--- src/rtl/pwm_duty_meter.sv ---
// pwm_duty_meter
// Checker for one PWM generator output. Measures the period and high time of
// every PWM cycle and reports the duty as an integer percentage, and flags an
// input that stops toggling.
//
// Ports:
//   clk_in   system clock, all logic on the rising edge
//   rst      synchronous active-high reset
//   pwm_in   PWM signal under test (asynchronous to clk_in)
//   duty     measured duty in percent, 0..100
//   period   measured period in clk_in cycles
//   valid    one-cycle pulse when duty/period update
//   stuck    set by a no-edge timeout, cleared by the next divided result
//   dropped  one-cycle pulse when a finished period is discarded (divider busy)
//
// Build option: define PWM_METER_ROUND_EN to round the duty to the nearest
// percent instead of truncating. Latency is the same either way.
//
// state       | meaning
// ST_WAIT     | counters cleared, waiting for the first rising edge
// ST_MEASURE  | counting; each later rising edge closes a period
// DIV_IDLE    | divider free to take a snapshot
// DIV_RUN     | restoring division, one quotient bit per cycle

module pwm_duty_meter #(
   parameter int CNT_W = 16
) (
   input  logic             clk_in,
   input  logic             rst,
   input  logic             pwm_in,
   output logic [6:0]       duty,
   output logic [CNT_W-1:0] period,
   output logic             valid,
   output logic             stuck,
   output logic             dropped
);

   localparam int NUM_W  = CNT_W + 7;
   localparam int ITER_W = $clog2(NUM_W + 1);
   localparam logic [CNT_W-1:0] CNT_MAX = '1;

   typedef enum logic {ST_WAIT, ST_MEASURE} meas_state_t;
   typedef enum logic {DIV_IDLE, DIV_RUN} div_state_t;

   meas_state_t state, state_nxt;
   div_state_t  div_state, div_state_nxt;

   logic pwm_s1, pwm_sync, pwm_prev, rise;
   logic [CNT_W-1:0] tot_cnt, hi_cnt;
   logic timeout, accept, drop, div_done;

   logic [NUM_W-1:0]  numer, num_q, q_nxt;
   logic [CNT_W-1:0]  den_q, rem_q, rem_nxt;
   logic [CNT_W:0]    trial, diff;
   logic              q_bit;
   logic [ITER_W-1:0] iter_q;

   // The synchronizer is deliberately not reset so that pwm_prev always
   // tracks the real input; resetting it would fake a rising edge when
   // pwm_in happens to be high as reset is released.
   always_ff @(posedge clk_in) begin
      pwm_s1   <= pwm_in;
      pwm_sync <= pwm_s1;
      pwm_prev <= pwm_sync;
   end

   assign rise = pwm_sync & ~pwm_prev;

   always_ff @(posedge clk_in) begin
      if (rst) begin
         state     <= ST_WAIT;
         div_state <= DIV_IDLE;
      end else begin
         state     <= state_nxt;
         div_state <= div_state_nxt;
      end
   end

   always_comb begin
      state_nxt = state;
      timeout   = 1'b0;
      accept    = 1'b0;
      drop      = 1'b0;
      case (state)
         ST_WAIT: begin
            if (rise) state_nxt = ST_MEASURE;
         end
         ST_MEASURE: begin
            // Timeout has priority over an edge in the same cycle.
            if (tot_cnt == CNT_MAX) begin
               timeout   = 1'b1;
               state_nxt = ST_WAIT;
            end else if (rise) begin
               if (div_state == DIV_IDLE) accept = 1'b1;
               else                       drop   = 1'b1;
            end
         end
         default: state_nxt = ST_WAIT;
      endcase
   end

   always_comb begin
      div_state_nxt = div_state;
      div_done      = 1'b0;
      case (div_state)
         DIV_IDLE: begin
            if (accept) div_state_nxt = DIV_RUN;
         end
         DIV_RUN: begin
            if (timeout) begin
               div_state_nxt = DIV_IDLE;
            end else if (iter_q == ITER_W'(1)) begin
               div_done      = 1'b1;
               div_state_nxt = DIV_IDLE;
            end
         end
         default: div_state_nxt = DIV_IDLE;
      endcase
   end

   always_ff @(posedge clk_in) begin
      if (rst || timeout) begin
         tot_cnt <= '0;
         hi_cnt  <= '0;
      end else if (rise) begin
         tot_cnt <= CNT_W'(1);
         hi_cnt  <= CNT_W'(pwm_sync);
      end else if (state == ST_MEASURE) begin
         tot_cnt <= tot_cnt + CNT_W'(1);
         hi_cnt  <= hi_cnt + CNT_W'(pwm_sync);
      end
   end

   always_comb begin
      numer = NUM_W'(hi_cnt) * NUM_W'(100);
`ifdef PWM_METER_ROUND_EN
      numer = numer + NUM_W'(tot_cnt >> 1);
`endif
   end

   // Partial remainder is always below the divisor, so the shifted trial fits
   // in CNT_W+1 bits and the top bit of the difference is the borrow.
   assign trial   = {rem_q, num_q[NUM_W-1]};
   assign diff    = trial - {1'b0, den_q};
   assign q_bit   = ~diff[CNT_W];
   assign rem_nxt = q_bit ? diff[CNT_W-1:0] : trial[CNT_W-1:0];
   assign q_nxt   = {num_q[NUM_W-2:0], q_bit};

   always_ff @(posedge clk_in) begin
      if (rst) begin
         num_q  <= '0;
         den_q  <= '0;
         rem_q  <= '0;
         iter_q <= '0;
      end else if (accept) begin
         num_q  <= numer;
         den_q  <= tot_cnt;
         rem_q  <= '0;
         iter_q <= ITER_W'(NUM_W);
      end else if (div_state == DIV_RUN) begin
         num_q  <= q_nxt;
         rem_q  <= rem_nxt;
         iter_q <= iter_q - ITER_W'(1);
      end
   end

   always_ff @(posedge clk_in) begin
      if (rst) begin
         duty    <= '0;
         period  <= '0;
         valid   <= 1'b0;
         stuck   <= 1'b0;
         dropped <= 1'b0;
      end else begin
         valid   <= 1'b0;
         dropped <= drop;
         if (timeout) begin
            duty   <= pwm_sync ? 7'd100 : 7'd0;
            period <= CNT_MAX;
            valid  <= 1'b1;
            stuck  <= 1'b1;
         end else if (div_done) begin
            duty   <= (q_nxt > NUM_W'(100)) ? 7'd100 : q_nxt[6:0];
            period <= den_q;
            valid  <= 1'b1;
            stuck  <= 1'b0;
         end
      end
   end

endmodule

--- config.mk ---
export PLATFORM = sky130hd
export DESIGN_NAME = pwm_duty_meter
export DESIGN_NICKNAME = d
export VERILOG_FILES = /design/src/rtl/pwm_duty_meter.sv
export SDC_FILE = /design/constraint.sdc
export NUM_CORES = 1
export LEC_CHECK = 0
export BUFFER_PORTS_ARGS = -buffer_cell sky130_fd_sc_hd__buf_2
export CORE_MARGIN = 1
export CORE_UTILIZATION = 42
export DETAILED_ROUTE_END_ITERATION = 10
export PLACE_DENSITY = 0.61
export REMOVE_ABC_BUFFERS = 1
export SKIP_CTS_REPAIR_TIMING = 1
export SYNTH_ARGS = -nofsm -noshare
export SYNTH_HDL_FRONTEND = slang
export SYNTH_SLANG_ARGS = --single-unit
export TNS_END_PERCENT = 50
--- constraint.sdc ---
create_clock -name clk_in -period 3.85 [get_ports clk_in]
set_input_delay 0.385 -clock clk_in [delete_from_list [all_inputs] [get_ports clk_in]]
set_output_delay 0.385 -clock clk_in [all_outputs]
set_load 0.1 [all_outputs]
=== Yosys cells after proc, flatten, opt, wreduce, memory -nomap -nowiden ===
Index checks and enable logic that the tools add are counted.

* Output and inout bits: 26
* Flip-flop bits (word level): 123
* Bits of input ports: 3
* Word-level logic and storage cells: 77

* $mul: 1
* Magnitude comparators: 1
* $add $sub $neg: 4
* Equal/unequal tests: 2
* Reduce and logical (&&, ||, !) cells: 7
* Mux-type cells: 36
* Bitwise gates (word level): 6

{| class="wikitable"
|+ Operators with widths
! kind !! count
|-
| $mux W16 || 3
|-
| $mux W23 || 2
|-
| $mux W7 || 4
|-
| $gt A23 B7 Y1 const B || 1
|-
| $mux W1 || 23
|-
| $mul A16 B5 Y21 const B || 1
|-
| $sub A17 B16 Y17 || 1
|-
| $add A16 B1 Y16 || 1
|-
| $add A16 B1 Y16 const B || 1
|-
| $eq A16 B16 Y1 const B || 1
|-
| $mux W5 || 2
|-
| $reduce_bool A2 Y1 || 3
|-
| $eq A5 B1 Y1 const B || 1
|-
| $not A1 Y1 || 5
|-
| $sub A5 B1 Y5 const B || 1
|-
| $pmux W1 S2 || 2
|-
| $reduce_or A2 Y1 || 2
|-
| $reduce_or A4 Y1 || 1
|-
| $and A1 B1 Y1 || 1
|-
| $logic_or A1 B1 Y1 || 1
|}

=== Depth between registers and ports, before layout ===
Gate-level depths: netlist (run 1).

* Depth after elaboration: 7
* Mapped depth: 13
* Gate-level depth less buffers: 13

=== Worst setup path before layout (run 1) ===
Ideal clock, no wire load.

* Kind: register -> register
* From: reg hi_cnt[3]
* To: reg num_q[21]
* Cell stages (with the launch flop): 14
* Path buffers: 0
* Path slack: 0.716 ns
* Data arrival time: 3.049 ns
* Setup time: 0.086 ns
* Required time: 3.764 ns
* Path through: dfxtp_1 > ha_1 > ha_1 > inv_1 > fa_1 > inv_1 > ha_1 > o21ai_0 > o21ai_0 > a31oi_1 > o21ai_0 > a311oi_1 > a41o_1 > a211oi_1

* Word-level cells in the longest chain between the ends: 2

{| class="wikitable"
|+ Ends and longest elaborated chain
! what !! line !! RTL
|-
| start, declared || 49 || <nowiki>logic [CNT_W-1:0] tot_cnt, hi_cnt;</nowiki>
|-
| start signal, assigned || 127 || <nowiki>hi_cnt <= CNT_W'(pwm_sync);</nowiki>
|-
| start signal, assigned || 130 || <nowiki>hi_cnt <= hi_cnt + CNT_W'(pwm_sync);</nowiki>
|-
| $mul A16 B5 Y21 || 135 || <nowiki>numer = NUM_W'(hi_cnt) * NUM_W'(100);</nowiki>
|-
| $mux W23 || 155 || <nowiki>end else if (accept) begin</nowiki>
|-
| end signal, assigned || 156 || <nowiki>num_q <= numer;</nowiki>
|-
| end signal, assigned || 161 || <nowiki>num_q <= q_nxt;</nowiki>
|-
| end, declared || 52 || <nowiki>logic [NUM_W-1:0] numer, num_q, q_nxt;</nowiki>
|}

Every way passes these cells.
A chain may end at the register's enable or synchronous reset.

=== Worst setup path after layout (run 1) ===
Ends and elaborated chain as after synthesis.

==> run summary, run 1 <==
The run finished with clean final reports. The largest net degree at the start of global routing is 70. The startpoint of the worst hold path is pwm_in.

The number of buffers created by CTS is 17. The share of flip-flops with an asynchronous set or reset is 0. The switching power came out at 0.803 mW. The area growth from synthesis to layout is 12.9%. The repair_antennas step left the layout with diodes totalling 0. The number of input and output port buffers inserted is 28. The initialized floorplan defines 48 standard-cell rows. The worst register-to-register path begins at hi_cnt[3]$_SDFFE_PP0P_.

The share of total power dissipated in the clock network is 0.513. Synthesis inferred 123 register bits. The worst setup path is captured at a flop.

The routed layout has 6145 vias. The first global-routing pass estimated 29200 um of wire. Yosys attributes the largest share of cell area to sky130_fd_sc_hd__dfxtp_1 (33%), sky130_fd_sc_hd__ha_1 (12%), sky130_fd_sc_hd__nand2_1 (5.6%). Setup repair after global routing left no endpoint under its margin. The biggest area consumer among synthesized cells is sky130_fd_sc_hd__dfxtp_1. The hold violation count in the final report was 0. The residual antenna-violating net count after detailed routing came out at 0.

After routing the design area is 0.00839 mm^2. The logic gate share of total power came out at 0.094. The switching share of power is 0.241. The share of the Yosys chip area taken by registers is 0.331. Dividing the detail-routed via count by the number of cells gives 5.32. In this run the worst setup path begins at hi_cnt[3]$_SDFFE_PP0P_. The combined global-route utilization of all metal layers came out at 0.203. The highest attainable clock frequency came out at 293 MHz. The initial antenna violation count is 0. The number of DRC markers after the initial detailed-route iteration came out at 254. Of the cells placed in the final design, the portion with a size suffix greater than 1 is 0.0902. The transition time at the pin with the least slew margin is 1000 ps.

The sink count of the clock tree came out at 123. The cell type of the slowest stage on the worst timing path is sky130_fd_sc_hd__fa_1. The met3 usage in global routing is 0.0465. In this run the worst path has a maximum fanout of 4. Yosys printed 0 warnings.

The cell leakage power came out at 3.52 nW. The via count of the first global-routing pass came out at 5895. TritonCTS built the clock tree. The global placer's final weighted congestion is 0.831. The placement-stage cell area came out at 0.00776 mm^2. The share of total power dissipated in sequential elements is 0.393. The I/O pin total came out at 29. The sum of net half-perimeters after detailed placement came out at 12100 um. Total power for the finished layout comes to 3.34 mW. The arrival time at the worst endpoint is 3750 ps.

In this run the most used layer during global routing was met2. Of the post-synthesis cell area, the dominant cell type holds 0.331. The clock skew came out at 6.88 ps.

The number of buffers between clock root and the deepest sink is 2. The post-route clock period utilization came out at 0.887. The fill cell total of the finished layout is 1725.

The root buffer cell chosen for the clock tree is sky130_fd_sc_hd__clkbuf_16. The worst setup path is of the flop to flop kind. The post-synthesis instance total is 902. The final-report max-slew violation count is 0. The average size of a mapped cell came out at 8.24 um^2. The floorplan die width is 135 um. The clock latency on the worst-skew pair is 420 ps. The global-route track usage on met1 came out at 0.266.

The number of flops mapped to enable cells by yosys came out at 0. The starting density of the core is 0.430. The floorplan die area is 0.0182 mm^2.

The power per unit of standard cell area came out at 398 mW/mm^2. The library cell used most frequently in the layout, excluding fill and tap cells, is sky130_fd_sc_hd__dfxtp_1. From bottom edge to top edge, the die measures 135 um. After global routing the overflow that remains totals 0.

For this run, the leading register cell type out of synthesis is sky130_fd_sc_hd__dfxtp_1. The final standard cell utilization of the core is 0.485. The number of remaining DRC errors is 0. The worst-case headroom to the max-slew limit is 0.332. The first detailed-routing pass ran for 5 iterations. The element type at the critical path start is a flop. The clock-pin slew on the worst setup and hold paths came out at 60 ps. The time the final worst path needs with I/O delays and setup came out at 3420 ps. Leaving out fill and tap cells, the most frequent cells in the layout are sky130_fd_sc_hd__dfxtp_1 (122), sky130_fd_sc_hd__nand2_1 (111), sky130_fd_sc_hd__nor2_1 (86). The number of nets in the layout came out at 1006.

The final sum of negative setup slack came out at 0 ps. The global routing usage on met2 came out at 0.336. The required time reported for the critical path endpoint is 4190 ps. The internal power consumption came out at 2.53 mW. The total area inside the core boundary comes to 0.0173 mm^2. The number of H-tree branching levels is 4. The worst IR drop on VDD is 0.315 mV. The final wirelength is 17000 um. The longest individual stage delay on the worst path came out at 490 ps. The type of the worst min-delay path is input port to flop. The signal on the critical path passes through ha_1, ha_1, inv_1, fa_1, inv_1, ha_1, o21ai_0, o21ai_0, a31oi_1, o21ai_0, a311oi_1, a41o_1, a211oi_1. The number of failing setup endpoints in the final timing report came out at 0. The routed length per instance is 14.7 um. The area of the mapped netlist is 0.00743 mm^2. The max-cap check violation count came out at 0.

The synthesized netlist contains 66 unique library cells.
[routing by layer]
metal,share of wire,vias to the layer above,wire length (um)
li1,-,3179,-
met1,0.49,2888,8280
met2,0.47,65,8060
met3,0.032,13,546
met4,0.0084,0,143
met5,0,-,0
[path summary, 6_finish.rpt]
kind / slack [ps] / cells after the start / end
setup / recovery: 430 / 13 / num_q[21]$_SDFFE_PP0P_
hold / removal: 60 / 1 / pwm_s1$_DFF_P_
setup reg to reg: 430 / 13 / num_q[21]$_SDFFE_PP0P_
hold reg to reg: 330 / 0 / pwm_sync$_DFF_P_
[sequential cells by signal, indices dropped and copies added (netlist names)]
register   cells
tot_cnt       16
valid          1
pwm_s1         1
rem_q         16
stuck          1
period        16
iter_q         5
div_state      1
hi_cnt        16
pwm_prev       1
num_q         23
den_q         16
duty           7
dropped        1
pwm_sync       1
state          1
[worst max-delay path: cells and delay by family (launching register included)]
| family | cells | cell delay (ps) |
|---|---|---|
| buffers and inverters | 2 | 90 |
| adder cells (fa/ha/maj) | 4 | 1360 |
| flip-flops | 1 | 410 |
| AO/OA/AOI/OAI | 7 | 1470 |
[power by group through the flow]
stage	combinational (mW)	sequential, mW	clock (mW)
final	0.314	1.31	1.71
after detailed placement	0.312	1.34	0
after CTS	0.315	1.31	1.75
after global routing	0.349	1.31	1.81
after floorplan	0.216	1.34	0
after global placement	0.312	1.34	0
[cells in the mapped netlist (5+ instances only)]
library cell,number
sky130_fd_sc_hd__a31oi_1,22
sky130_fd_sc_hd__o211ai_1,7
sky130_fd_sc_hd__a21o_1,8
sky130_fd_sc_hd__a21oi_1,80
sky130_fd_sc_hd__xor2_1,23
sky130_fd_sc_hd__xnor2_1,28
sky130_fd_sc_hd__clkbuf_1,30
sky130_fd_sc_hd__a311oi_1,5
sky130_fd_sc_hd__nor4_1,6
sky130_fd_sc_hd__nor2b_1,9
sky130_fd_sc_hd__buf_2,7
sky130_fd_sc_hd__fa_1,12
sky130_fd_sc_hd__o21ai_0,27
sky130_fd_sc_hd__nand2_1,111
sky130_fd_sc_hd__nor2_1,87
sky130_fd_sc_hd__nand4_1,20
sky130_fd_sc_hd__ha_1,73
sky130_fd_sc_hd__a211oi_1,11
sky130_fd_sc_hd__nand2b_1,13
sky130_fd_sc_hd__inv_1,76
sky130_fd_sc_hd__dfxtp_1,123
sky130_fd_sc_hd__nand3_1,15
sky130_fd_sc_hd__and3_1,6
sky130_fd_sc_hd__mux2i_1,19
sky130_fd_sc_hd__nor3_1,11
[per-stage QoR]
stage	std cells	hold slack [ps]	worst slack, ps
finish	1156	60.4	433
global route	1156	44.6	79.8
CTS	1156	46.3	399
detailed placement	1124	318	414
global placement	1124	313	455
floorplan	859	310	403
[cell type report]
class | count | area (um^2) | share of cell area
clock buffer | 21 | 460 | 0.0549
clock inverter | 11 | 166 | 0.0198
inverter | 76 | 285 | 0.0340
multi-input combinational | 660 | 4500 | 0.537
sequential | 123 | 2460 | 0.294
tap | 225 | 282 | 0.0336
timing repair buffer | 40 | 230 | 0.0274
[cells by family after synthesis]
| kind of cell | after synthesis | synth area share |
|---|---|---|
| fa+ha+maj | 85 | 0.155 |
| mux | 22 | 0.0306 |
| buf+inv | 119 | 0.0635 |
| compound gates | 200 | 0.171 |
| flops | 123 | 0.331 |
| xor+xnor | 51 | 0.0601 |
| simple gates | 302 | 0.189 |
Note: power is estimated with default switching activity, not from simulation.
==> run 2, diff against run 1 <==
Settings changed: BUFFER_PORTS_ARGS -buffer_cell sky130_fd_sc_hd__buf_2 to default, DONT_BUFFER_PORTS from default to 1, PLACE_DENSITY 0.61 to 0.59, SKIP_CTS_REPAIR_TIMING 1 to default.
==> run 2 against run 1 <==
Compared with the run above: via count down 1.6%; maximum frequency down 3.9%; largest power group unchanged; die area unchanged; count of clock-buffer cells in the layout up 1; clock power down 7%; critical path depth unchanged; critical path type unchanged; sequential cell count unchanged.
==> run summary, run 2 (same netlist as run 1, synthesis figures left out) <==
The flow ran to the end, and the final reports show no timing, DRC or antenna violations. The starting density of the core came out at 0.430 (unchanged). The capture instance of the worst register-to-register path is num_q[21]$_SDFFE_PP0P_.

The relative contribution of the clock network to total power came out at 0.497 (-0.016). The total congestion overflow came out at 0 (unchanged). The highest attainable clock frequency came to 281 MHz (-3.9%). The number of buffers created by CTS is 17 (unchanged).

In this run the critical register-to-register path is launched from hi_cnt[4]$_SDFFE_PP0P_. The final sum of negative setup slack is 0 ps (unchanged). The start point of the critical path is hi_cnt[4]$_SDFFE_PP0P_. The number of antenna cells inserted is 0 (unchanged). In this run the worst setup path terminates at num_q[21]$_SDFFE_PP0P_. The final wirelength is 17100 um (+0.51%). The worst slack at placement came out at 333 ps (-80.4 ps). The final-report max-slew violation count is 0 (unchanged). The tightest min-delay check is of the input port to flop type. The clock skew came out at 10.7 ps (+3.87 ps).

The logic gate share of total power came out at 0.092 (-0.002). The post-route cell area came out at 0.00822 mm^2 (-2.0%). Walking the worst path, the cells encountered are ha_1, ha_1, inv_1, fa_1, inv_1, ha_1, o21ai_0, o21ai_0, a31oi_1, o21ai_0, a311oi_1, a41o_1, a211oi_1. After clock tree synthesis, the repair step resized 0 gates. The via-per-instance ratio is 5.35 (+0.73%). The maximum net fanout on the critical path came out at 4 (unchanged).

The time the final worst path needs with I/O delays and setup is 3560 ps (+139 ps). The largest register by flop count is num_q. The number of nets in the layout came out at 979 (-2.7%).

Leaving out fill and tap cells, the most frequent cell in the layout is sky130_fd_sc_hd__dfxtp_1. The switching power came to 0.785 mW (-2.3%). The sum of net half-perimeters after detailed placement came out at 12000 um (-0.38%). The floorplan die width is 135 um (unchanged). The number of cells traversed by the worst register-to-register path is 13 (unchanged). The area growth from synthesis to layout came out at 10.6%. The via count of the first global-routing pass came to 5751 (-2.4%). The global placer's final weighted congestion came out at 0.810 (-2.5%). The transition time at the pin with the least slew margin is 1100 ps (+99.7 ps).

The core area is 0.0173 mm^2 (unchanged). The register-to-register setup slack came out at 290 ps (-140 ps). The placement-stage cell area came out at 0.00762 mm^2 (-1.8%).

The die span in y came out at 135 um (unchanged). The internal power consumption came out at 2.42 mW (-4.6%). The max-cap check violation count came out at 0 (unchanged).

The number of rows in the core area was 48 (unchanged). The number of H-tree branching levels was 4 (unchanged). The fill cell total of the finished layout came out at 1754 (+1.7%).

The power per unit of standard cell area is 390 mW/mm^2 (-2.1%). The initial antenna violation count was 0 (unchanged). The relative contribution of sequential cells to total power was 0.411 (+0.018).

The required time reported for the critical path endpoint is 4190 ps (about the same). The first-pass GRT wire length is 28400 um (-2.6%). The type of the worst setup path is flop to flop. The number of standard cells in the final layout excluding fillers was 1129 (-2.3%). The routed length per instance came out at 15.2 um (+2.9%). The post-route clock period utilization is 0.924 (+0.0361). The worst IR drop on VDD is 0.343 mV (+8.7%). The combined global-route utilization of all metal layers was 0.200 (-0.00301). The number of buffers between clock root and the deepest sink came to 2 (unchanged). The number of remaining DRC errors is 0 (unchanged). The tree is rooted in a sky130_fd_sc_hd__clkbuf_16.

The clock-pin slew on the worst setup and hold paths is 60 ps (about the same). The residual antenna-violating net count after detailed routing came out at 0 (unchanged). The number of flip-flops under the largest register name came to 23 (unchanged).

The kind of capture point of the worst setup path is a flop. The number of optimization iterations in the first detailed-route pass is 5 (unchanged). STA classifies the critical path startpoint as a flop.

The CTS tree is done. The switching share of power was 0.245 (+0.00428). The sink count of the clock tree is 123 (unchanged). The multi-input logic area is 0.00450 mm^2 (unchanged). The cell leakage power was 3.35 nW (-4.7%).

The largest net degree at the start of global routing is 71 (+1.4%). The I/O pin total came out at 29 (unchanged). The number of input and output port buffers inserted came out at 0 (-100%). The longest individual stage delay on the worst path came out at 500 ps (about the same). The arrival time at the worst endpoint is 3890 ps (+140 ps). The number of DRC markers after the initial detailed-route iteration is 254 (unchanged). The post-route worst setup slack is 294 ps (-139 ps).

The instance count after placement with tap cells included is 1096 (-2.5%). The floorplan die area is 0.0182 mm^2 (unchanged). Leaving out fill and tap cells, the most frequent cells in the layout are sky130_fd_sc_hd__dfxtp_1 (122), sky130_fd_sc_hd__nand2_1 (111), sky130_fd_sc_hd__nor2_1 (86). The share of final-layout standard cells stronger than drive strength 1 is 0.0619 (-0.0283). Setup repair after global routing left no endpoint under its margin. The worst-case headroom to the max-slew limit came to 0.266 (-0.0667). The clock latency on the worst-skew pair is 420 ps (about the same). The register area came out at 0.00246 mm^2 (unchanged). The slowest stage of the critical path belongs to the cell sky130_fd_sc_hd__fa_1. The vias after detailed routing came out at 6045 (-1.6%). The hold violation count in the final report came out at 0 (unchanged). The number of failing setup endpoints in the final timing report is 0 (unchanged).
-- run 2: worst min-delay path by stage --
stage | startpoint | to | slack [ps] | cells after the start
global placement | pwm_s1$_DFF_P_ | pwm_sync$_DFF_P_ | 310 | 0
CTS | rst | period[7]$_SDFFE_PP0P_ | 10 | 1
detailed placement | pwm_s1$_DFF_P_ | pwm_sync$_DFF_P_ | 320 | 0
finish | rst | period[7]$_SDFFE_PP0P_ | 30 | 1
global route | rst | period[6]$_SDFFE_PP0P_ | 9 | 1
floorplan | pwm_s1$_DFF_P_ | pwm_sync$_DFF_P_ | 310 | 0
-- run 2: area by class of cell --
class | count | area share
multi-input cells | 660 | 0.548
flip-flops and latches | 123 | 0.300
clock buffers | 22 | 0.0577
inverters | 76 | 0.0347
well taps | 225 | 0.0342
clock inverters | 10 | 0.0140
repair buffers | 13 | 0.0122
-- run 2: power by group through the flow --
stage               registers (mW)  clock network [mW]  logic, mW
floorplan                     1.34                   0      0.216
global placement              1.34                   0      0.292
detailed placement            1.34                   0      0.293
CTS                           1.32                1.62      0.296
global route                  1.32                1.69      0.322
finish                        1.32                1.59      0.295
-- run 2: per-layer routing --
layer	track usage	share of wire
met5	0	0
met4	0.0618	0.011
met3	0.0522	0.037
met2	0.334	0.47
met1	0.251	0.48
-- run 2: repair_timing --
item,CTS,global route
hold buffers,1,0
setup buffers,0,0
hold endpoints to repair,1,0
-- run 2: critical path: cells and delay by family (launching register included) --
| family | cells | cell delay (ps) |
|---|---|---|
| DFF | 1 | 410 |
| buffers and inverters | 2 | 90 |
| adders and majority gates | 4 | 1370 |
| AOI/OAI and AO/OA | 7 | 1600 |
-- run 2: through the flow --
step,utilization,hold WS (ps),total power [mW]
5_1_grt,0.475,8.57,3.33
2_1_floorplan,-,310,1.56
4_1_cts,0.475,10.6,3.24
3_5_place_dp,0.441,324,1.64
3_3_place_gp,0.441,315,1.64
6_report,0.475,34.3,3.20
==> run 3, diff against run 2 <==
Settings changed: SKIP_LAST_GASP from default to 1.
Clock period 3.85 ns to 4.3 ns, I/O delays scaled along.
==> run 3 against run 2 <==
Compared with the run above: sequential share of layout area increased by 0.17 points; cell count shrank 0.35%; power is 11% lower; sequential power down 11%.
==> run summary, run 3 (same netlist as run 1, synthesis figures left out) <==
The run finished with clean final reports. The number of H-tree branching levels is 4 (unchanged). The library cell used most frequently in the layout, excluding fill and tap cells, is sky130_fd_sc_hd__dfxtp_1.

The largest net degree at the start of global routing came out at 71 (unchanged). The clock skew came out at 7.91 ps (-2.83 ps). The multi-input logic area is 0.00450 mm^2 (unchanged). The sink count of the clock tree is 123 (unchanged).

In this run the clock root is driven by a sky130_fd_sc_hd__clkbuf_16. The starting density of the core was 0.430 (unchanged). The total congestion overflow is 0 (unchanged). The setup path with the least slack is of type flop to flop.

The max-cap check violation count came out at 0 (unchanged). The required time reported for the critical path endpoint came to 4640 ps (+450 ps). The element type at the critical path start is a flop. The worst IR drop on VDD is 0.308 mV (-10%). The number of standard cells in the final layout excluding fillers came out at 1125 (-0.35%). The worst-case headroom to the max-slew limit is 0.236 (-0.0299). The hold violation count in the final report came out at 0 (unchanged).

The number of input and output port buffers inserted came out at 0 (unchanged). The via-per-instance ratio is 5.40 (+0.79%). The cell count of the worst hold path came out at 0 (-1). The fill cell total of the finished layout is 1736 (-1.0%).

The final standard cell utilization of the core was 0.473 (-0.00275). The startpoint identified for the worst register-to-register timing path is hi_cnt[4]$_SDFFE_PP0P_. The vias after detailed routing came out at 6071 (+0.43%).

The number of gates resized after CTS was 0 (unchanged). The I/O pin total came out at 29 (unchanged). The overall power of the completed layout is 2.84 mW (-11%).

The number of nets in the layout is 976 (-0.31%). The number of DRC markers after the initial detailed-route iteration came out at 348 (+37%). The number of rows in the core area came out at 48 (unchanged).

The number of failing setup endpoints in the final timing report came out at 0 (unchanged). The transition time at the pin with the least slew margin is 1150 ps (+45.1 ps). The register area is 0.00246 mm^2 (unchanged).

The routed length per instance was 15.1 um (-0.44%). The combined global-route utilization of all metal layers is 0.195 (-0.00445). The instance count after placement with tap cells included came out at 1094 (-0.18%). The post-route clock period utilization came out at 0.810 (-0.113). For this design, the slowest cell found on the critical path is sky130_fd_sc_hd__fa_1.

The kind of capture point of the worst setup path is a flop. The sum of net half-perimeters after detailed placement is 11900 um (-1.0%). Leaving out fill and tap cells, the most frequent cells in the layout are sky130_fd_sc_hd__dfxtp_1 (122), sky130_fd_sc_hd__nand2_1 (111), sky130_fd_sc_hd__nor2_1 (86).

The floorplan die width came out at 135 um (unchanged). The clock-pin slew on the worst setup and hold paths came out at 60 ps (about the same). In this design, the largest share of critical-path delay is due to compound AO/OA/AOI/OAI gates. The start point of the critical path is hi_cnt[4]$_SDFFE_PP0P_. The worst slack at placement is 822 ps (+488 ps). The residual antenna-violating net count after detailed routing is 0 (unchanged). The number of buffers between clock root and the deepest sink is 2 (unchanged). The highest attainable clock frequency came out at 287 MHz (+2.1%). The CTS tree is done. The floorplan die area came out at 0.0182 mm^2 (unchanged). The placement-stage cell area came out at 0.00761 mm^2 (-0.20%). The final sum of negative setup slack is 0 ps (unchanged). The final wirelength came to 17000 um (-0.79%). The cell leakage power was 3.32 nW (-0.77%). The buffer count from post-CTS setup fixing is 0 (unchanged). The critical path goes through ha_1, ha_1, inv_1, fa_1, inv_1, ha_1, o21ai_0, o21ai_0, a31oi_1, o21ai_0, a311oi_1, a41o_1, a211oi_1.

The share of final-layout standard cells stronger than drive strength 1 came to 0.0600 (-0.00195). The type of the worst min-delay path is input port to flop. The post-route cell area was 0.00817 mm^2 (-0.58%). The final-report max-slew violation count is 0 (unchanged). The first-pass GRT wire length came out at 28000 um (-1.3%). The number of antenna cells inserted came out at 0 (unchanged). The arrival time at the worst endpoint came out at 3830 ps (-60 ps). The count of hold buffers inserted by post-cts repair is 0 (-1).

The core area came out at 0.0173 mm^2 (unchanged). In this run the most critical hold path is launched from pwm_in. The power per unit of standard cell area is 348 mW/mm^2 (-11%).

The depth of the critical timing path with buffers and inverters included is 13 (unchanged). num_q holds more flip-flops than any other register. The maximum net fanout on the critical path came out at 4 (unchanged).

Setup repair after global routing left no endpoint under its margin. The area growth from synthesis to layout is 9.96%. The initial antenna violation count was 0 (unchanged).

The clock latency on the worst-skew pair is 420 ps (about the same). The total buffers and inverters traversed by the critical path came out at 2 (unchanged). The post-route worst setup slack came out at 816 ps (+521 ps).

The final hold slack came out at 36.2 ps (+1.94 ps). The number of buffers created by CTS came to 17 (unchanged). The global placer's final weighted congestion came to 0.834 (+3.0%). The number of cells traversed by the worst register-to-register path is 13 (unchanged). The via count of the first global-routing pass came out at 5588 (-2.8%). The number of optimization iterations in the first detailed-route pass is 5 (unchanged). The time the final worst path needs with I/O delays and setup was 3480 ps (-71.4 ps). The die span in y came out at 135 um (unchanged). The longest individual stage delay on the worst path is 490 ps (about the same). The number of flip-flops under the largest register name is 23 (unchanged).

The number of remaining DRC errors came out at 0 (unchanged).
==> run 3: area by class of cell <==
class                           instances  share of cell area
Multi-Input combinational cell        660               0.551
Sequential cell                       123               0.301
Clock buffer                           19              0.0542
Inverter                               76              0.0349
Tap cell                              225              0.0344
Clock inverter                         12              0.0152
Timing Repair Buffer                   10             0.00918
==> run 3: final timing paths <==
kind | to | slack [ps]
min | pwm_s1$_DFF_P_ | 40
max | num_q[21]$_SDFFE_PP0P_ | 820
min reg2reg | pwm_sync$_DFF_P_ | 340
max reg2reg | num_q[21]$_SDFFE_PP0P_ | 820
==> run 3: report_power, final <==
part           leakage, nW  switching (mW)  internal (mW)
clock network        0.271           0.545          0.860
logic                 2.06           0.156          0.104
registers            0.994          0.0182           1.16
==> run 3: routing by layer <==
| layer | vias up | global-route usage | routed length [um] |
|---|---|---|---|
| met1 | 2859 | 0.258 | 8480 |
| met4 | 0 | 0.0574 | 224 |
| met3 | 16 | 0.0439 | 489 |
| met5 | - | 0 | 0 |
| li1 | 3121 | - | - |
| met2 | 75 | 0.317 | 7780 |
